===== src/rtl/iccm_dump_pkg.sv =====
// Shared types and constants for the ICCM readback (dump) path.
package iccm_dump_pkg;

    typedef enum logic [2:0] {
        IDLE,
        READ,
        WAIT,
        SEND,
        CSUM,
        FIN
    } ctrl_state_e;

    typedef enum logic [1:0] {
        TX_IDLE,
        TX_START,
        TX_DATA,
        TX_STOP
    } tx_state_e;

    // Smallest usable bit period; smaller requests are clamped up to this.
    localparam int MinClksPerBit = 4;

endpackage


===== src/rtl/iccm_dump_tx_uart.sv =====
// 8N1 byte serializer, LSB first, idle high.
// The final cycle of every stop bit is spent in TX_IDLE (line still high),
// so a byte offered at that point starts its start bit on the very next
// cycle: back-to-back frames have no idle gap and every bit is exactly
// bit_div cycles long. Requires bit_div >= 2 (the caller clamps to 4).
module uart_tx_byte
    import iccm_dump_pkg::*;
#(
    parameter int BaudWidth = 16
) (
    input  logic                 clk_i,
    input  logic                 rst_ni,
    input  logic [BaudWidth-1:0] bit_div,
    input  logic                 byte_valid,
    output logic                 byte_ready,
    input  logic [7:0]           byte_data,
    output logic                 tx_o
);

    tx_state_e            state_q, state_d;
    logic [BaudWidth-1:0] baud_q, baud_d;
    logic [2:0]           bit_q, bit_d;
    logic [7:0]           shift_q, shift_d;
    logic                 bit_end;
    logic                 stop_end;

    assign bit_end  = (baud_q == bit_div - BaudWidth'(1));
    assign stop_end = (baud_q == bit_div - BaudWidth'(2));

    // Next-state, counters and line level for the current bit.
    always_comb begin
        state_d    = state_q;
        baud_d     = baud_q;
        bit_d      = bit_q;
        shift_d    = shift_q;
        byte_ready = 1'b0;
        tx_o       = 1'b1;
        case (state_q)
            TX_IDLE: begin
                byte_ready = 1'b1;
                if (byte_valid) begin
                    shift_d = byte_data;
                    baud_d  = '0;
                    state_d = TX_START;
                end
            end
            TX_START: begin
                tx_o = 1'b0;
                if (bit_end) begin
                    baud_d  = '0;
                    bit_d   = '0;
                    state_d = TX_DATA;
                end else begin
                    baud_d = baud_q + BaudWidth'(1);
                end
            end
            TX_DATA: begin
                tx_o = shift_q[0];
                if (bit_end) begin
                    baud_d  = '0;
                    shift_d = {1'b0, shift_q[7:1]};
                    if (bit_q == 3'd7) begin
                        state_d = TX_STOP;
                    end else begin
                        bit_d = bit_q + 3'd1;
                    end
                end else begin
                    baud_d = baud_q + BaudWidth'(1);
                end
            end
            TX_STOP: begin
                // One cycle short: the remaining stop cycle is TX_IDLE.
                if (stop_end) begin
                    baud_d  = '0;
                    state_d = TX_IDLE;
                end else begin
                    baud_d = baud_q + BaudWidth'(1);
                end
            end
            default: state_d = TX_IDLE;
        endcase
    end

    // State and counter registers; reset forces the line high immediately.
    always_ff @(posedge clk_i or negedge rst_ni) begin
        if (!rst_ni) begin
            state_q <= TX_IDLE;
            baud_q  <= '0;
            bit_q   <= '0;
            shift_q <= '0;
        end else begin
            state_q <= state_d;
            baud_q  <= baud_d;
            bit_q   <= bit_d;
            shift_q <= shift_d;
        end
    end

endmodule


===== src/rtl/iccm_dump_tx.sv =====
// ICCM readback: streams NumWords words starting at StartAddr over UART,
// least-significant byte first. Optional feature macro ICCM_DUMP_CSUM_EN
// appends one two's-complement checksum byte so the received stream sums
// to zero mod 256.
module iccm_dump_tx
    import iccm_dump_pkg::*;
#(
    parameter int                   AddrWidth = 12,
    parameter int                   DataWidth = 32,
    parameter int                   BaudWidth = 16,
    parameter logic [AddrWidth-1:0] StartAddr = '0
) (
    input  logic                 clk_i,
    input  logic                 rst_ni,
    input  logic                 start_i,
    input  logic [AddrWidth-1:0] num_words_i,
    input  logic [BaudWidth-1:0] clks_per_bit_i,
    output logic                 mem_req_o,
    output logic [AddrWidth-1:0] mem_addr_o,
    input  logic [DataWidth-1:0] mem_rdata_i,
    output logic                 tx_o,
    output logic                 busy_o,
    output logic                 done_o
);

    localparam int BytesPerWord = DataWidth / 8;
    localparam int IdxW         = (BytesPerWord > 1) ? $clog2(BytesPerWord) : 1;

    ctrl_state_e          state_q, state_d;
    logic [AddrWidth-1:0] words_q, words_d;
    logic [AddrWidth-1:0] addr_q, addr_d;
    logic [BaudWidth-1:0] div_q, div_d;
    logic [DataWidth-1:0] word_q, word_d;
    logic [IdxW-1:0]      idx_q, idx_d;
    logic                 done_d;
`ifdef ICCM_DUMP_CSUM_EN
    logic [7:0]           sum_q, sum_d;
`endif

    logic                 byte_valid;
    logic                 byte_ready;
    logic [7:0]           byte_data;

    // Controller: fetch a word, hand its bytes out, prefetch the next word
    // while the last byte of the current one is still shifting.
    always_comb begin
        state_d    = state_q;
        words_d    = words_q;
        addr_d     = addr_q;
        div_d      = div_q;
        word_d     = word_q;
        idx_d      = idx_q;
        done_d     = 1'b0;
`ifdef ICCM_DUMP_CSUM_EN
        sum_d      = sum_q;
`endif
        mem_req_o  = 1'b0;
        byte_valid = 1'b0;
        byte_data  = word_q[{idx_q, 3'b000} +: 8];
        case (state_q)
            IDLE: begin
                if (start_i) begin
                    words_d = num_words_i;
                    addr_d  = StartAddr;
                    div_d   = (clks_per_bit_i < BaudWidth'(MinClksPerBit)) ?
                              BaudWidth'(MinClksPerBit) : clks_per_bit_i;
`ifdef ICCM_DUMP_CSUM_EN
                    sum_d   = '0;
                    state_d = (num_words_i == '0) ? CSUM : READ;
`else
                    state_d = (num_words_i == '0) ? FIN : READ;
`endif
                end
            end
            READ: begin
                mem_req_o = 1'b1;
                state_d   = WAIT;
            end
            WAIT: begin
                word_d  = mem_rdata_i;
                idx_d   = '0;
                state_d = SEND;
            end
            SEND: begin
                byte_valid = 1'b1;
                if (byte_ready) begin
`ifdef ICCM_DUMP_CSUM_EN
                    sum_d = sum_q + byte_data;
`endif
                    if (idx_q == IdxW'(BytesPerWord - 1)) begin
                        words_d = words_q - AddrWidth'(1);
                        addr_d  = addr_q + AddrWidth'(1);
                        if (words_q == AddrWidth'(1)) begin
`ifdef ICCM_DUMP_CSUM_EN
                            state_d = CSUM;
`else
                            state_d = FIN;
`endif
                        end else begin
                            state_d = READ;
                        end
                    end else begin
                        idx_d = idx_q + IdxW'(1);
                    end
                end
            end
`ifdef ICCM_DUMP_CSUM_EN
            CSUM: begin
                byte_valid = 1'b1;
                byte_data  = ~sum_q + 8'd1;
                if (byte_ready) state_d = FIN;
            end
`endif
            FIN: begin
                // TX idle means the last stop bit is in its final cycle.
                if (byte_ready) begin
                    done_d  = 1'b1;
                    state_d = IDLE;
                end
            end
            default: state_d = IDLE;
        endcase
    end

    // Controller registers.
    always_ff @(posedge clk_i or negedge rst_ni) begin
        if (!rst_ni) begin
            state_q <= IDLE;
            words_q <= '0;
            addr_q  <= StartAddr;
            div_q   <= '0;
            word_q  <= '0;
            idx_q   <= '0;
            done_o  <= 1'b0;
`ifdef ICCM_DUMP_CSUM_EN
            sum_q   <= '0;
`endif
        end else begin
            state_q <= state_d;
            words_q <= words_d;
            addr_q  <= addr_d;
            div_q   <= div_d;
            word_q  <= word_d;
            idx_q   <= idx_d;
            done_o  <= done_d;
`ifdef ICCM_DUMP_CSUM_EN
            sum_q   <= sum_d;
`endif
        end
    end

    assign mem_addr_o = addr_q;
    assign busy_o     = (state_q != IDLE);

    uart_tx_byte #(
        .BaudWidth(BaudWidth)
    ) u_tx (
        .clk_i      (clk_i),
        .rst_ni     (rst_ni),
        .bit_div    (div_q),
        .byte_valid (byte_valid),
        .byte_ready (byte_ready),
        .byte_data  (byte_data),
        .tx_o       (tx_o)
    );

endmodule


===== config.mk =====
export PLATFORM = sky130hd
export DESIGN_NAME = iccm_dump_tx
export DESIGN_NICKNAME = d
export VERILOG_FILES = /design/src/rtl/iccm_dump_pkg.sv /design/src/rtl/iccm_dump_tx_uart.sv /design/src/rtl/iccm_dump_tx.sv
export SDC_FILE = /design/constraint.sdc
export NUM_CORES = 1
export LEC_CHECK = 0
export BUFFER_PORTS_ARGS = -buffer_cell sky130_fd_sc_hd__buf_2
export CORE_ASPECT_RATIO = 0.9
export CORE_MARGIN = 4
export CORE_UTILIZATION = 60
export CTS_BUF_LIST = sky130_fd_sc_hd__clkbuf_8
export DETAILED_ROUTE_END_ITERATION = 10
export PLACE_DENSITY = 0.8
export SYNTH_ARGS = -nofsm -noshare
export SYNTH_HDL_FRONTEND = slang
export SYNTH_SLANG_ARGS = --single-unit

===== constraint.sdc =====
create_clock -name clk_i -period 4.14 [get_ports clk_i]
set_input_delay 0.414 -clock clk_i [delete_from_list [all_inputs] [get_ports clk_i]]
set_output_delay 0.414 -clock clk_i [all_outputs]
set_load 0.01 [all_outputs]

* After elaboration in Yosys (flattened, before gate mapping) *
Cells that the tools add are included.

storage, ports and cells
  bits in registers = 107
  bits of input ports = 63
  output and inout port bits = 16
  logic and storage cells = 101

cells by class
  $add $sub $neg = 7
  order comparisons = 1
  equal/unequal tests = 23
  shift operators = 1
  multiplexer cells = 42
  reduce and logical (&&, ||, !) cells = 16

operators with widths
  kind                                                          number
  2-to-1 mux 12 bit                                             6
  2-to-1 mux 16 bit                                             4
  case mux 12 bit (2 select lines)                              2
  case mux 16 bit (3 select lines)                              1
  equality test 16 bit                                          2
  indexed part select 32 x 6 -> 8 bit                           1
  2-to-1 mux 3 bit                                              9
  adder 16 x 1 -> 16 bit (second input constant)                1
  less-than comparator 16 x 3 -> 1 bit (second input constant)  1
  2-to-1 mux 8 bit                                              2
  case mux 8 bit (2 select lines)                               1
  subtractor 16 x 1 -> 16 bit (second input constant)           1
  subtractor 16 x 2 -> 16 bit (second input constant)           1
  case mux 3 bit (5 select lines)                               1
  2-to-1 mux 2 bit                                              7
  inequality test 2 bit (second input constant)                 7
  adder 12 x 1 -> 12 bit (second input constant)                1
  equality test 12 x 1 -> 1 bit (second input constant)         1
  logical NOT 12 bit                                            1
  AND reduction 4 bit                                           3
  subtractor 12 x 1 -> 12 bit (second input constant)           1
  inequality test 2 x 1 -> 1 bit (second input constant)        4
  case mux 2 bit (4 select lines)                               1
  nonzero test 2 bit                                            4
  other kinds (18)                                              27

* Depth between registers and ports, before layout *
  depth after elaboration = 5
  mapped depth = 11
  depth with buffers taken out = 10

* Hierarchy *
From an unflattened synthesis, not the netlist that was laid out.

second synthesis, totals
  cells, all modules = 646
  area, all modules = 6267.3 µm²

by module, submodules not included
  module        times used  cells each  area each (µm²)  sequential area each (µm²)
  iccm_dump_tx  1           342         3707.3           1951.9
  uart_tx_byte  1           304         2560.0           725.7

* Worst setup path before layout *
Ideal clock, no wire load.

  path type = reg2reg
  start = register div_q[1]
  end = register u_tx.state_q[1]
  library setup time = 0.125 ns
  arrival time = 3.354 ns
  data required time = 4.015 ns
  setup slack = 0.661 ns
  stages on the path, launching flop included = 11
  path buffers = 0
  period minus slack after synthesis = 3.479 ns
  cell sequence = dfrtp_1 inv_1 ha_1 a21boi_1 xor2_1 or4_1 or4_1 or4_4 a21oi_1 o21a_1 mux2_2

between the ends
  cells in the longest elaborated chain, start to end = 4
  elaborated cells on any way between the ends = 8
  those cells by class = add/sub (2); eq/ne (5); reduce/logical (1)

RTL lines
  what                                                                               line                                              source
  start: declaration                                                                 iccm_dump_tx.sv:32                                logic [BaudWidth-1:0] div_q, div_d;
  start signal: assignment                                                           iccm_dump_tx.sv:142                               div_q <= div_d;
  subtractor 16 x 2 -> 16 bit / subtractor 16 x 1 -> 16 bit (equally long branches)  iccm_dump_tx_uart.sv:28, iccm_dump_tx_uart.sv:27
  equality test 16 bit (on tied branches)                                            iccm_dump_tx_uart.sv:28, iccm_dump_tx_uart.sv:27
  inequality test 2 x 1 -> 1 bit (no source line)                                    n/a
  AND reduction 5 bit (no source line) (*)                                           n/a
  end signal: assignment                                                             iccm_dump_tx_uart.sv:92                           state_q <= state_d;
  end: declaration                                                                   iccm_dump_tx_uart.sv:20                           tx_state_e state_q, state_d;

Every way passes the cells marked *; elsewhere a longest branch is shown, timed or not.
A chain may end at the register's enable or synchronous reset.

* Worst setup path after layout *
  start = register div_q[1]
  end = register u_tx.baud_q[2]

between the ends
  cells in the longest elaborated chain, start to end = 4
  elaborated cells on any way between the ends = 7
  those cells by class = add/sub (2); eq/ne (2); mux (3)

RTL lines
  what                                                                               line                                                                       source
  subtractor 16 x 2 -> 16 bit / subtractor 16 x 1 -> 16 bit (equally long branches)  iccm_dump_tx_uart.sv:28, iccm_dump_tx_uart.sv:27
  equality test 16 bit (on tied branches)                                            iccm_dump_tx_uart.sv:28, iccm_dump_tx_uart.sv:27
  2-to-1 mux 16 bit (on tied branches)                                               iccm_dump_tx_uart.sv:73, iccm_dump_tx_uart.sv:49, iccm_dump_tx_uart.sv:59
  case mux 16 bit (3 select lines) (*)                                               iccm_dump_tx_uart.sv:38                                                    case (state_q)
  end signal: assignment                                                             iccm_dump_tx_uart.sv:93                                                    baud_q <= baud_d;
  end: declaration                                                                   iccm_dump_tx_uart.sv:21                                                    logic [BaudWidth-1:0] baud_q, baud_d;

Marked as above.

==> impl_metrics.yaml <==
yosys:
  syn_nets: 683
  syn_area_mm2: 0.00606
  ys_seq_area_frac: 0.442
  yosys_warnings: 0
  syn_avg_cell_area_um2: 10.0
  synth_compound_area_frac: 0.134
  ys_seq_elements: 107
  synth_xor_area_frac: 0.0636
  synth_top_family_by_area: "simple AND/OR/NAND/NOR gates"
  postSynthCellCount: 605
  synthFlopType: "dfrtp_1"
  ys_types: 71
  ys_async_sr_fraction: 1.00
  synth-edff-count: 0
  synth_simple_gate_area_share: 0.190
  synth.area.mux_share: 0.105
  synth_fa_ha_area_frac: 0.0310
clock_network:
  post-cts-setup-buffers: 0
  h-tree-depth: 3
  cts_num_sinks: 107
  cts_buffers: 9
  hold_buffers: 0
  cts_resized: 0
  clock_latency_ps: 390
  clockBufferDepth: 2
  cts_tree: "yes"
  root_buffer: "clkbuf_8"
  path_clk_slew_ps: 110
power_and_ir_drop:
  irDropWorstVdd_uv: 408
  p_comb_frac: 0.386
  clockPowerShare: 0.171
  swShare: 0.382
  power.switching_mw: 1.44
  seq_power_share: 0.443
  power.leakage_nw: 3.15
  p_int_mw: 2.32
  power_density_mw_per_mm2: 561
setup_path:
  cp_common_cell: "or4_1"
  r2r-start: "div_q[1]$_DFFE_PN0P_"
  cp_cell_sequence: "inv_1 > ha_1 > a21boi_1 > xor2_1 > or4_1 > or4_1 > o41ai_1 > a21boi_0 > nor2_1 > a221o_1"
  slowest_stage: "or4_1"
  crit_start: "div_q[1]$_DFFE_PN0P_"
  worstSetupPathType: "flip-flop to flip-flop"
  endpoint_kind: "flip-flop"
  worst_ep_required_time_ps: 4420
  path_max_fanout: 6
  crit_arrival_ps: 4120
  critPathMaxStageDelay_ps: 560
  start_kind: "flip-flop"
die:
  initial_utilization: 0.622
  coreArea_mm2: 0.00974
  die_y_um: 103
  io-pin-count: 79
  rows: 34
  dieArea_mm2: 0.0118
  die_x_um: 114
cells_and_area:
  fillers: 729
  final_cell_mix: "dfrtp_1, buf_2, nand2_1"
  final_cells: 802
  drive_gt1_frac: 0.235
  final_common_cell: "dfrtp_1"
  syn_to_final_growth_pct: 10.7
  seq_area_mm2: 0.00268
  multi_input_area_mm2: 0.00317
  n_antenna_cell: 0
  nets: 749
worst_hold_path:
  hp-class: "primary input to async pin"
detailed_routing:
  drt_first_pass_iters: 5
  routedWlPerCell_um: 17.1
  routed_wl_mm: 13.7
  viasPerCell: 6.12
  dr_total_vias: 4906
  drtIter0Drc: 454
  drc: 0
  final_antenna_net_count: 0
timing:
  hold_viol_final: 0
  timing.final.crit_share: 0.929
  rsz0062_at_grt: "false"
  slew_violations: 0
  setup_viol: 0
  min_period_ps: 3850
  timing.fmax_mhz: 260
  tightest_slew_ps: 1090
  finalSetupTns_ps: 0
  maxSlewHeadroom: 0.276
  finalClockSkew_ps: 16.4
global_routing:
  overflow: 0
  grt_max_degree: 82
  antenna_found_initial: 0
  grt.total_usage: 0.240
  grt_pass1_wl_mm: 22.7
  grt_pass1_vias: 4824
placed_design:
  place_congestion: 0.934
  dp_hpwl_mm: 10.1
  dp_cells: 786
  io_buffer_count: 78
flow_run:
  cap_violations: 0
status:
  outcome: "complete, no violations"
## worst paths after layout
kind                                                     to  slack (ps)  depth (start not counted)
worst min register to register    u_tx.bit_q[2]$_DFFE_PN0P_         510                          2
worst max register to register   u_tx.baud_q[2]$_DFFE_PN0P_         290                         10
min in group clk_i                     div_q[8]$_DFFE_PN0P_         230                          3
max in group asynchronous       u_tx.baud_q[10]$_DFFE_PN0P_        3060                          2
worst max-delay path             u_tx.baud_q[2]$_DFFE_PN0P_         290                         10
worst min-delay path                  div_q[12]$_DFFE_PN0P_         170                          1
## per-stage QoR
stage	area (um^2)	hold WS [ps]	utilization	worst slack, ps	power, mW
after floorplan	6060	118	-	661	2.79
after global placement	6510	468	0.668	471	3.04
after detailed placement	6510	491	0.668	366	3.14
after CTS	6710	217	0.688	332	3.78
after global routing	6710	225	0.688	44.9	4.02
final	6710	167	0.688	295	3.76
## kinds of logic (layout without fill, tap and decap cells)
kind of cell	after synthesis	in the layout
mux	49	49
xor+xnor	44	44
buf+inv	45	116
simple gates	224	224
fa+ha+maj	15	15
flops	107	107
compound gates	121	121
## critical path: cells and delay by family (launching register included)
kind                     cells  cell delay [ps]
adder cells (fa/ha/maj)      1              310
flip-flops                   1              450
buffers and inverters        1              150
AND/OR/NAND/NOR              3             1170
AO/OA/AOI/OAI                4             1540
XOR/XNOR                     1              100
## cell usage after synthesis (all sizes together), types with 5 or more instances
cell | n | area, um^2
dfrtp | 107 | 2680
nand2 | 75 | 282
o21ai | 38 | 190
nor2 | 37 | 139
mux2 | 33 | 372
xor2 | 30 | 263
a21oi | 26 | 138
clkbuf | 22 | 103
nor4 | 19 | 125
inv | 16 | 60.1
nand3 | 16 | 80.1
ha | 15 | 188
and3 | 14 | 87.6
nor3 | 14 | 75.1
xnor2 | 14 | 123
a21o | 10 | 75.1
nand4 | 9 | 56.3
nor3b | 9 | 67.6
mux2i | 8 | 80.1
mux4 | 8 | 185
buf | 7 | 48.8
or4 | 7 | 56.3
nand2b | 6 | 45.0
a211o | 5 | 45.0
a22oi | 5 | 37.5
## registers in the layout (all words and copies together), names as in the netlist
register / count
u_tx.baud_q: 16
div_q: 16
done_o: 1
words_q: 12
word_q: 32
mem_addr_o: 12
idx_q: 2
u_tx.state_q: 2
u_tx.shift_q: 8
u_tx.bit_q: 3
state_q: 3
## final cells by class
| type | instances | share of cell area |
|---|---|---|
| flip-flops and latches | 107 | 0.399 |
| multi-input cells | 453 | 0.473 |
| inverters | 16 | 0.00896 |
| clock buffers | 9 | 0.0185 |
| well taps | 126 | 0.0235 |
| repair buffers | 84 | 0.0653 |
| clock inverters | 7 | 0.0112 |
## per-layer routing
metal  vias up  part of all wire  track usage
met2       133              0.50        0.423
met4         0             0.018       0.0804
li1       2309                 -            -
met1      2437              0.43        0.301
met3        27             0.045       0.0448
met5         -                 0            0
## power by group through the flow
stage	clock (mW)	combinational [mW]	sequential, mW
floorplan	0	1.24	1.55
finish	0.642	1.45	1.67
global placement	0	1.38	1.66
detailed placement	0	1.46	1.68
CTS	0.656	1.46	1.66
global route	0.700	1.61	1.71
Note: power is estimated with default switching activity, not from simulation.
